$ cat src/rtl/fmul_round_pack_pkg.sv
// fmul_round_pack_pkg: shared FMUL encodings for exception classes, status flags and constants.
package fmul_round_pack_pkg;
   typedef enum logic [1:0] {
      EXC_NORMAL = 2'b00,
      EXC_ZERO   = 2'b01,
      EXC_INF    = 2'b10,
      EXC_NAN    = 2'b11
   } exc_e;
   localparam int FLAG_INV = 3;
   localparam int FLAG_OVF = 2;
   localparam int FLAG_UNF = 1;
   localparam int FLAG_INX = 0;
   localparam logic [31:0] QNAN_DEF = 32'h7FC0_0000;
   localparam int EXP_MAX = 255;
endpackage

$ cat src/rtl/fmul_rne_round.sv
// fmul_rne_round: round-to-nearest-even increment with mantissa-carry renormalisation.
module fmul_rne_round #(
   parameter int EXP_W = 10
) (
   input  logic signed [EXP_W-1:0] i_exp,
   input  logic [23:0]             i_man,
   input  logic                    i_guard,
   input  logic                    i_sticky,
   output logic signed [EXP_W-1:0] o_exp,
   output logic [22:0]             o_frac,
   output logic                    o_inexact
);
   logic        w_inc;
   logic [24:0] w_sum;
   assign w_inc     = i_guard & (i_man[0] | i_sticky);
   assign w_sum     = {1'b0, i_man} + {24'b0, w_inc};
   // A carry out means the significand became 10.000..., so shift right and bump the exponent
   assign o_exp     = w_sum[24] ? i_exp + EXP_W'(1) : i_exp;
   assign o_frac    = w_sum[24] ? w_sum[23:1] : w_sum[22:0];
   assign o_inexact = i_guard | i_sticky;
endmodule

$ cat src/rtl/fmul_round_pack.sv
// fmul_round_pack: FMUL round, classify and pack stage behind a 2-deep valid/ready pipeline.
module fmul_round_pack
   import fmul_round_pack_pkg::*;
#(
   parameter int          EXP_W = 10,
   parameter logic [31:0] QNAN  = QNAN_DEF
) (
   input  logic                    clk,
   input  logic                    rst_n,
   input  logic                    in_valid,
   output logic                    in_ready,
   input  logic                    in_sign,
   input  logic signed [EXP_W-1:0] in_exp,
   input  logic [23:0]             in_man,
   input  logic                    in_guard,
   input  logic                    in_sticky,
   input  logic [1:0]              in_exc,
   output logic                    out_valid,
   input  logic                    out_ready,
   output logic [31:0]             out_result,
   output logic [3:0]              out_flags
);
   localparam logic signed [EXP_W-1:0] EXP_TOP  = EXP_W'(EXP_MAX);
   localparam logic signed [EXP_W-1:0] EXP_ZERO = '0;

   logic                    w_s1_adv, w_s2_adv;
   logic signed [EXP_W-1:0] w_rexp;
   logic [22:0]             w_rfrac;
   logic                    w_rinx;
   logic [31:0]             w_res;
   logic [3:0]              w_flg;

   logic                    r_s1_valid, r_s2_valid;
   logic                    r_s1_sign, r_s1_inx, r_s1_tiny;
   logic signed [EXP_W-1:0] r_s1_exp;
   logic [22:0]             r_s1_frac;
   exc_e                    r_s1_exc;
   logic [31:0]             r_result;
   logic [3:0]              r_flags;

   assign w_s2_adv   = !r_s2_valid || out_ready;
   assign w_s1_adv   = !r_s1_valid || w_s2_adv;
   assign in_ready   = w_s1_adv;
   assign out_valid  = r_s2_valid;
   assign out_result = r_result;
   assign out_flags  = r_flags;

   fmul_rne_round #(.EXP_W(EXP_W)) u_round (
      .i_exp     (in_exp),
      .i_man     (in_man),
      .i_guard   (in_guard),
      .i_sticky  (in_sticky),
      .o_exp     (w_rexp),
      .o_frac    (w_rfrac),
      .o_inexact (w_rinx)
   );

   // Tininess is judged on the pre-rounding exponent, so a carry from 0 to 1 still flushes
   always_ff @(posedge clk) begin
      if (w_s1_adv && in_valid) begin
         r_s1_sign <= in_sign;
         r_s1_exp  <= w_rexp;
         r_s1_frac <= w_rfrac;
         r_s1_exc  <= exc_e'(in_exc);
         r_s1_inx  <= w_rinx;
         r_s1_tiny <= in_exp <= EXP_ZERO;
      end
   end

   always_comb begin
      w_res = {r_s1_sign, r_s1_exp[7:0], r_s1_frac};
      w_flg = '0;
      w_flg[FLAG_INX] = r_s1_inx;
      if (r_s1_exc == EXC_NAN) begin
         w_res = QNAN;
         w_flg = '0;
         w_flg[FLAG_INV] = 1'b1;
      end else if (r_s1_exc == EXC_INF) begin
         w_res = {r_s1_sign, 8'hFF, 23'b0};
         w_flg = '0;
      end else if (r_s1_exc == EXC_ZERO) begin
         w_res = {r_s1_sign, 31'b0};
         w_flg = '0;
      end else if (r_s1_exp >= EXP_TOP) begin
         w_res = {r_s1_sign, 8'hFF, 23'b0};
         w_flg = '0;
         w_flg[FLAG_OVF] = 1'b1;
         w_flg[FLAG_INX] = 1'b1;
      end else if (r_s1_tiny) begin
         w_res = {r_s1_sign, 31'b0};
         w_flg = '0;
         w_flg[FLAG_UNF] = 1'b1;
         w_flg[FLAG_INX] = 1'b1;
      end
   end

   always_ff @(posedge clk or negedge rst_n) begin
      if (!rst_n) begin
         r_s1_valid <= 1'b0;
         r_s2_valid <= 1'b0;
         r_result   <= '0;
         r_flags    <= '0;
      end else begin
         if (w_s1_adv) r_s1_valid <= in_valid;
         if (w_s2_adv) r_s2_valid <= r_s1_valid;
         if (w_s2_adv && r_s1_valid) begin
            r_result <= w_res;
            r_flags  <= w_flg;
         end
      end
   end
endmodule

$ cat config.mk
export PLATFORM = sky130hd
export DESIGN_NAME = fmul_round_pack
export DESIGN_NICKNAME = d
export VERILOG_FILES = /design/src/rtl/fmul_round_pack_pkg.sv /design/src/rtl/fmul_rne_round.sv /design/src/rtl/fmul_round_pack.sv
export SDC_FILE = /design/constraint.sdc
export NUM_CORES = 1
export LEC_CHECK = 0
export BUFFER_PORTS_ARGS = -buffer_cell sky130_fd_sc_hd__buf_4
export CAP_MARGIN = 20
export CORE_ASPECT_RATIO = 1.1
export CORE_MARGIN = 4
export CORE_UTILIZATION = 45
export DETAILED_ROUTE_END_ITERATION = 7
export GPL_TIMING_DRIVEN = 0
export PLACE_DENSITY = 0.69
export REMOVE_ABC_BUFFERS = 1
export SKIP_CTS_REPAIR_TIMING = 1
export SLEW_MARGIN = 25
export SYNTH_ARGS = -nofsm -noshare
export SYNTH_HDL_FRONTEND = slang
export SYNTH_SLANG_ARGS = --single-unit
export TNS_END_PERCENT = 30
$ cat constraint.sdc
create_clock -name clk -period 2.2 [get_ports clk]
set_input_delay 0.33 -clock clk [delete_from_list [all_inputs] [get_ports clk]]
set_output_delay 0.33 -clock clk [all_outputs]
set_load 0.1 [all_outputs]
After elaboration in Yosys (flattened, before gate mapping)
Index checks and enable logic that the tools add are counted.

Logic and storage cells: 38. Output and inout bits: 38. Input port bits: 43. Register bits: 76.

Reductions and logical operators: 6. Add/sub/neg operators: 2. Equality and inequality tests: 3. Bitwise operators: 3. Muxes and demuxes: 12. Order comparisons: 2.

Operators by type and width (number): $mux 31 (4); $mux 32 (1); $add 24x1->25 (1); $mux 23 (1); $add 10x2->10 const B (1); $ge 10x9->1 const B (1); $le 10x1->1 const B (1); $mux 10 (1); $mux 3 (3); $eq 2x2->1 const B (2); $mux 4 (1); $eq 2x1->1 const B (1); $logic_and 1x1->1 (2); $logic_not 1->1 (2); $logic_or 1x1->1 (2); $mux 2 (1); $or 1x1->1 (2); $and 1x1->1 (1).

Longest topological paths before layout
Depth after elaboration: 5. Depth in mapped cells: 9. Mapped depth without buffers: 7.

Hierarchy
From an unflattened synthesis, not the netlist that was laid out.

Cells, all modules: 284. Area total of the unflattened synthesis: 3606.0 um^2.

Modules (own cells, without submodules): fmul_round_pack (times used 1, area an instance 2683.8 um^2, cells an instance 150, sequential area each 2092.0 um^2); fmul_rne_round (times used 1, area an instance 922.1 um^2, cells an instance 134, sequential area each 0.0 um^2).

Least setup slack after synthesis
OpenSTA, ideal clock, no wires.

Path type: register to register. From: register r_s2_valid, in the netlist out_valid. To: register r_s1_exc[0] (enable). Required time: 1801 ps. Slack: -698 ps. Buffers on the path: 0. Stages on the path, launching flop included: 4. Setup time: 399 ps. Data arrival time: 2499 ps. Clock period less this slack: 2898 ps. Path through: dfrtp_1 -> nand2b_1 -> or2_2 -> and2_1.

Longest elaborated chain between the ends: 4.

RTL lines: start: declaration (line fmul_round_pack.sv:33) `logic r_s1_valid, r_s2_valid;`; start signal: assignment (line fmul_round_pack.sv:105) `if (w_s2_adv) r_s2_valid <= r_s1_valid;`; $logic_not 1->1 (line fmul_round_pack.sv:41) `assign w_s2_adv = !r_s2_valid || out_ready;`; $logic_or 1x1->1 (line fmul_round_pack.sv:41); $logic_or 1x1->1 (line fmul_round_pack.sv:42) `assign w_s1_adv = !r_s1_valid || w_s2_adv;`; named net in_ready (line fmul_round_pack.sv:11) `output logic in_ready,`; $logic_and 1x1->1 (line fmul_round_pack.sv:60) `if (w_s1_adv && in_valid) begin`; end signal: assignment (line fmul_round_pack.sv:64) `r_s1_exc <= exc_e'(in_exc);`; end: declaration (line fmul_round_pack.sv:37) `exc_e r_s1_exc;`.

The timed path passes the listed nets, and every way through them passes these cells. A chain may end at the register's enable or synchronous reset.

Final worst setup path
From: input port in_man[0]. To: register r_s1_exp[1] (data pin).

Longest elaborated chain between the ends: 4.

RTL lines: start: declaration (line fmul_round_pack.sv:14) `input logic [23:0] in_man,`; $or 1x1->1 (line fmul_rne_round.sv:15) `assign w_inc = i_guard & (i_man[0] | i_sticky);`; $and 1x1->1 (line fmul_rne_round.sv:15); $add 24x1->25 (*) (line fmul_rne_round.sv:16) `assign w_sum = {1'b0, i_man} + {24'b0, w_inc};`; $mux 10 (*) (line fmul_rne_round.sv:18) `assign o_exp = w_sum[24] ? i_exp + EXP_W'(1) : i_exp;`; named net u_round.o_exp[1] (line fmul_rne_round.sv:9) `output logic signed [EXP_W-1:0] o_exp,`; end signal: assignment (line fmul_round_pack.sv:62) `r_s1_exp <= w_rexp;`; end: declaration (line fmul_round_pack.sv:35) `logic signed [EXP_W-1:0] r_s1_exp;`.

The timed path passes the listed nets; every way through them passes the cells marked *.

==> results.md <==
- Outcome: finished, final reports clean
- Non-filler cells, final: 497
- Maximum vdd drop: 0.260 mV
- Measured slew at the worst slew-check pin: 0.734 ns
- Period utilization: 0.961
- Port Buffer Count: 80
- Clock Skew: 0.00526 ns
- CP Launch Type: primary input
- Fin nets: 434
- Cell Int Power: 0.00243 W
- Pwr/cell area: 786 nW/um2
- CTS root buffer: clkbuf_8
- Iteration-0 DRC Markers: 165
- Crit. End Element: register
- Number of diodes: 0
- Commonest non-fill, non-tap cell in the layout: buf_4
- DR DRC count: 0
- RD Place Congestion: 0.829
- Chip Height: 102 um
- Post-Place Worst Slack: -0.665 ns
- Number of global-route vias before repair: 2597
- Combinational fraction of design power: 0.248
- Post-DR wirelength/cell: 15.8 um
- Total vias in the final route: 2679
- Count of clock tree sinks: 76
- Top Ports: 81
- Mapped cell area: 3600 um2
- Via density: 5.39
- Hold depth: 1
- Flop pwr share: 0.466
- WP data arrival: 2.20 ns
- Slew Viols, Final: 0
- Critical Path RT: 2.28 ns
- Syn avg cell area: 11.8 um2
- Sw frac: 0.327
- Die X: 93.3 um
- Drt pass-1 iters: 4
- Endpoints failing hold: 0
- Final total power: 0.00360 W
- Skew-Pair Late Insertion Delay: 0.33 ns
- Setup TNS: 0 ns
- Worst reg-to-reg path cell count: 4
- Sequential-to-total area share from yosys stat: 0.581
- Post-Synthesis Cells: 304
- Net switching power: 0.00118 W
- Initial Util: 0.471
- Clock power share: 0.286
- FF-to-FF setup slack: 0.23 ns
- Initial antenna violation count: 0
- TritonCTS Buffers: 9
- Netlist cell types: 46
- Area of the core: 7640 um2
- Setup violations, final: 0
- Most frequent cells in the layout: buf_4, dfrtp_1, edfxtp_1, a22o_1, nand2_1
- Crit Path Category: primary input to register
- Cells after DPL: 477
- Fin Hold WS: 0.172 ns
- Row count: 33
- Fmax: 473 MHz
- FF+latch count, synth: 76
- Leakage: 1.95 nW
- Clock Tree Buf Depth: 2
- Fraction of layout cells with a size suffix above 1: 0.306
- Final worst path period need: 2.11 ns
- First-pass GRT wire length: 12700 um
- CTS tree: done
- Relative slew slack: 0.509
- Final worst setup slack: 0.0857 ns
- Post-DP HPWL: 5810 um
- Crit path max fanout: 6
- Htree depth: 3
- GRT Residual Overflow: 0
- GR Util All Layers: 0.171
- Final ANT Viol Nets: 0
- Largest net degree at the start of global routing: 40
- Clock slew at reported path FFs: 0.07 ns
- Max-cap violation count: 0
- Overall routed net length: 7850 um
- Die area: 9490 um2
- Area grow syn2layout: 27.4%
- Synth warn: 0
- Worst min-delay path class: primary input to register
## critical path: stages
cell and delay, ns:
buf_4 0.10, o21a_1 0.15, ha_2 0.23, ha_4 0.16, and4_4 0.28, nand4_1 0.17, nor3_4 0.26, buf_4 0.17
mux2_2 0.34
## cell families (layout without fill, tap and decap cells)
logic type               after synthesis  in the layout  synth area share
adder cells (fa/ha/maj)                4              4            0.0139
multiplexers                           4              4            0.0118
XOR/XNOR                              19             19            0.0462
AND/OR/NAND/NOR                      102            102             0.167
flip-flops                            76             76             0.581
AO/OA/AOI/OAI                         76             76             0.150
buffers and inverters                 23            111            0.0302
## flip-flops by register name, indices dropped and copies added, names as in the netlist
register    count
out_valid       1
r_s1_valid      1
r_s1_frac      23
r_s1_sign       1
r_s1_exc        2
r_s1_inx        1
r_s1_tiny       1
out_result     32
r_s1_exp       10
out_flags       4
## layout make-up
cell class | count | area (um2)
clock inverters | 2 | 33.8
repair buffers | 86 | 672
flip-flops and latches | 76 | 2090
multi-input cells | 205 | 1460
well taps | 105 | 131
inverters | 9 | 33.8
fillers | 651 | 3060
clock buffers | 14 | 163
## through the flow
stage | cell area [um2] | util
floorplan | 3520 | -
global placement | 4260 | 0.557
detailed placement | 4300 | 0.563
CTS | 4500 | 0.589
global route | 4580 | 0.600
finish | 4580 | 0.600
## synth_stat cells, drive strengths merged
cell | count | area (um2)
a21o | 2 | 15.0
clkbuf | 8 | 30.0
a21oi | 16 | 83.8
xnor2 | 6 | 52.6
and4 | 6 | 53.8
nor3 | 8 | 40.0
o21a | 1 | 7.51
nor2 | 10 | 37.5
ha | 4 | 50.1
edfxtp | 38 | 1140
and2 | 2 | 12.5
nand2b | 2 | 12.5
clkinv | 1 | 3.75
or4 | 3 | 26.3
buf | 6 | 45.0
mux2i | 2 | 20.0
a211oi | 1 | 7.51
a221o | 1 | 10.0
o31ai | 1 | 7.51
nor4b | 2 | 17.5
o211a | 1 | 10.0
nand3 | 14 | 70.1
mux2 | 2 | 22.5
and3 | 4 | 25.0
inv | 8 | 30.0
nor4 | 6 | 67.6
nor2b | 1 | 6.26
o2111ai | 1 | 15.0
nand2 | 21 | 78.8
o21ai | 18 | 90.1
or3 | 7 | 45.1
xor2 | 13 | 114
nand4 | 13 | 87.6
or2 | 3 | 18.8
dfrtp | 38 | 951
o22ai | 1 | 6.26
a31oi | 1 | 6.26
a22o | 32 | 280
## metal layers
| metal | wire length, um | vias up | share of wire | GRT usage |
|---|---|---|---|---|
| met5 | 0 | - | 0 | 0 |
| met4 | 142 | 0 | 0.018 | 0.0676 |
| met3 | 294 | 14 | 0.037 | 0.0297 |
| met2 | 3850 | 60 | 0.49 | 0.276 |
| met1 | 3570 | 1275 | 0.45 | 0.232 |
| li1 | - | 1330 | - | - |
## final timing paths
check,startpoint,endpoint
hold / removal,in_exc[1],r_s1_exc[1]
min in group asynchronous,rst_n,out_result[11]
max in group asynchronous,rst_n,out_result[6]
hold reg to reg,r_s1_frac[0],out_result[0]
setup / recovery,in_man[0],r_s1_exp[1]
setup reg to reg,out_valid,out_result[29]
## power groups by stage
| stage | Combinational, W | Sequential (W) | Clock [W] |
|---|---|---|---|
| floorplan | 0.000179 | 0.00213 | 0 |
| global placement | 0.000871 | 0.00170 | 0 |
| detailed placement | 0.000889 | 0.00170 | 0 |
| CTS | 0.000891 | 0.00167 | 0.00106 |
| global route | 0.000940 | 0.00168 | 0.00112 |
| finish | 0.000893 | 0.00168 | 0.00103 |
(Power assumes the default switching activity.)
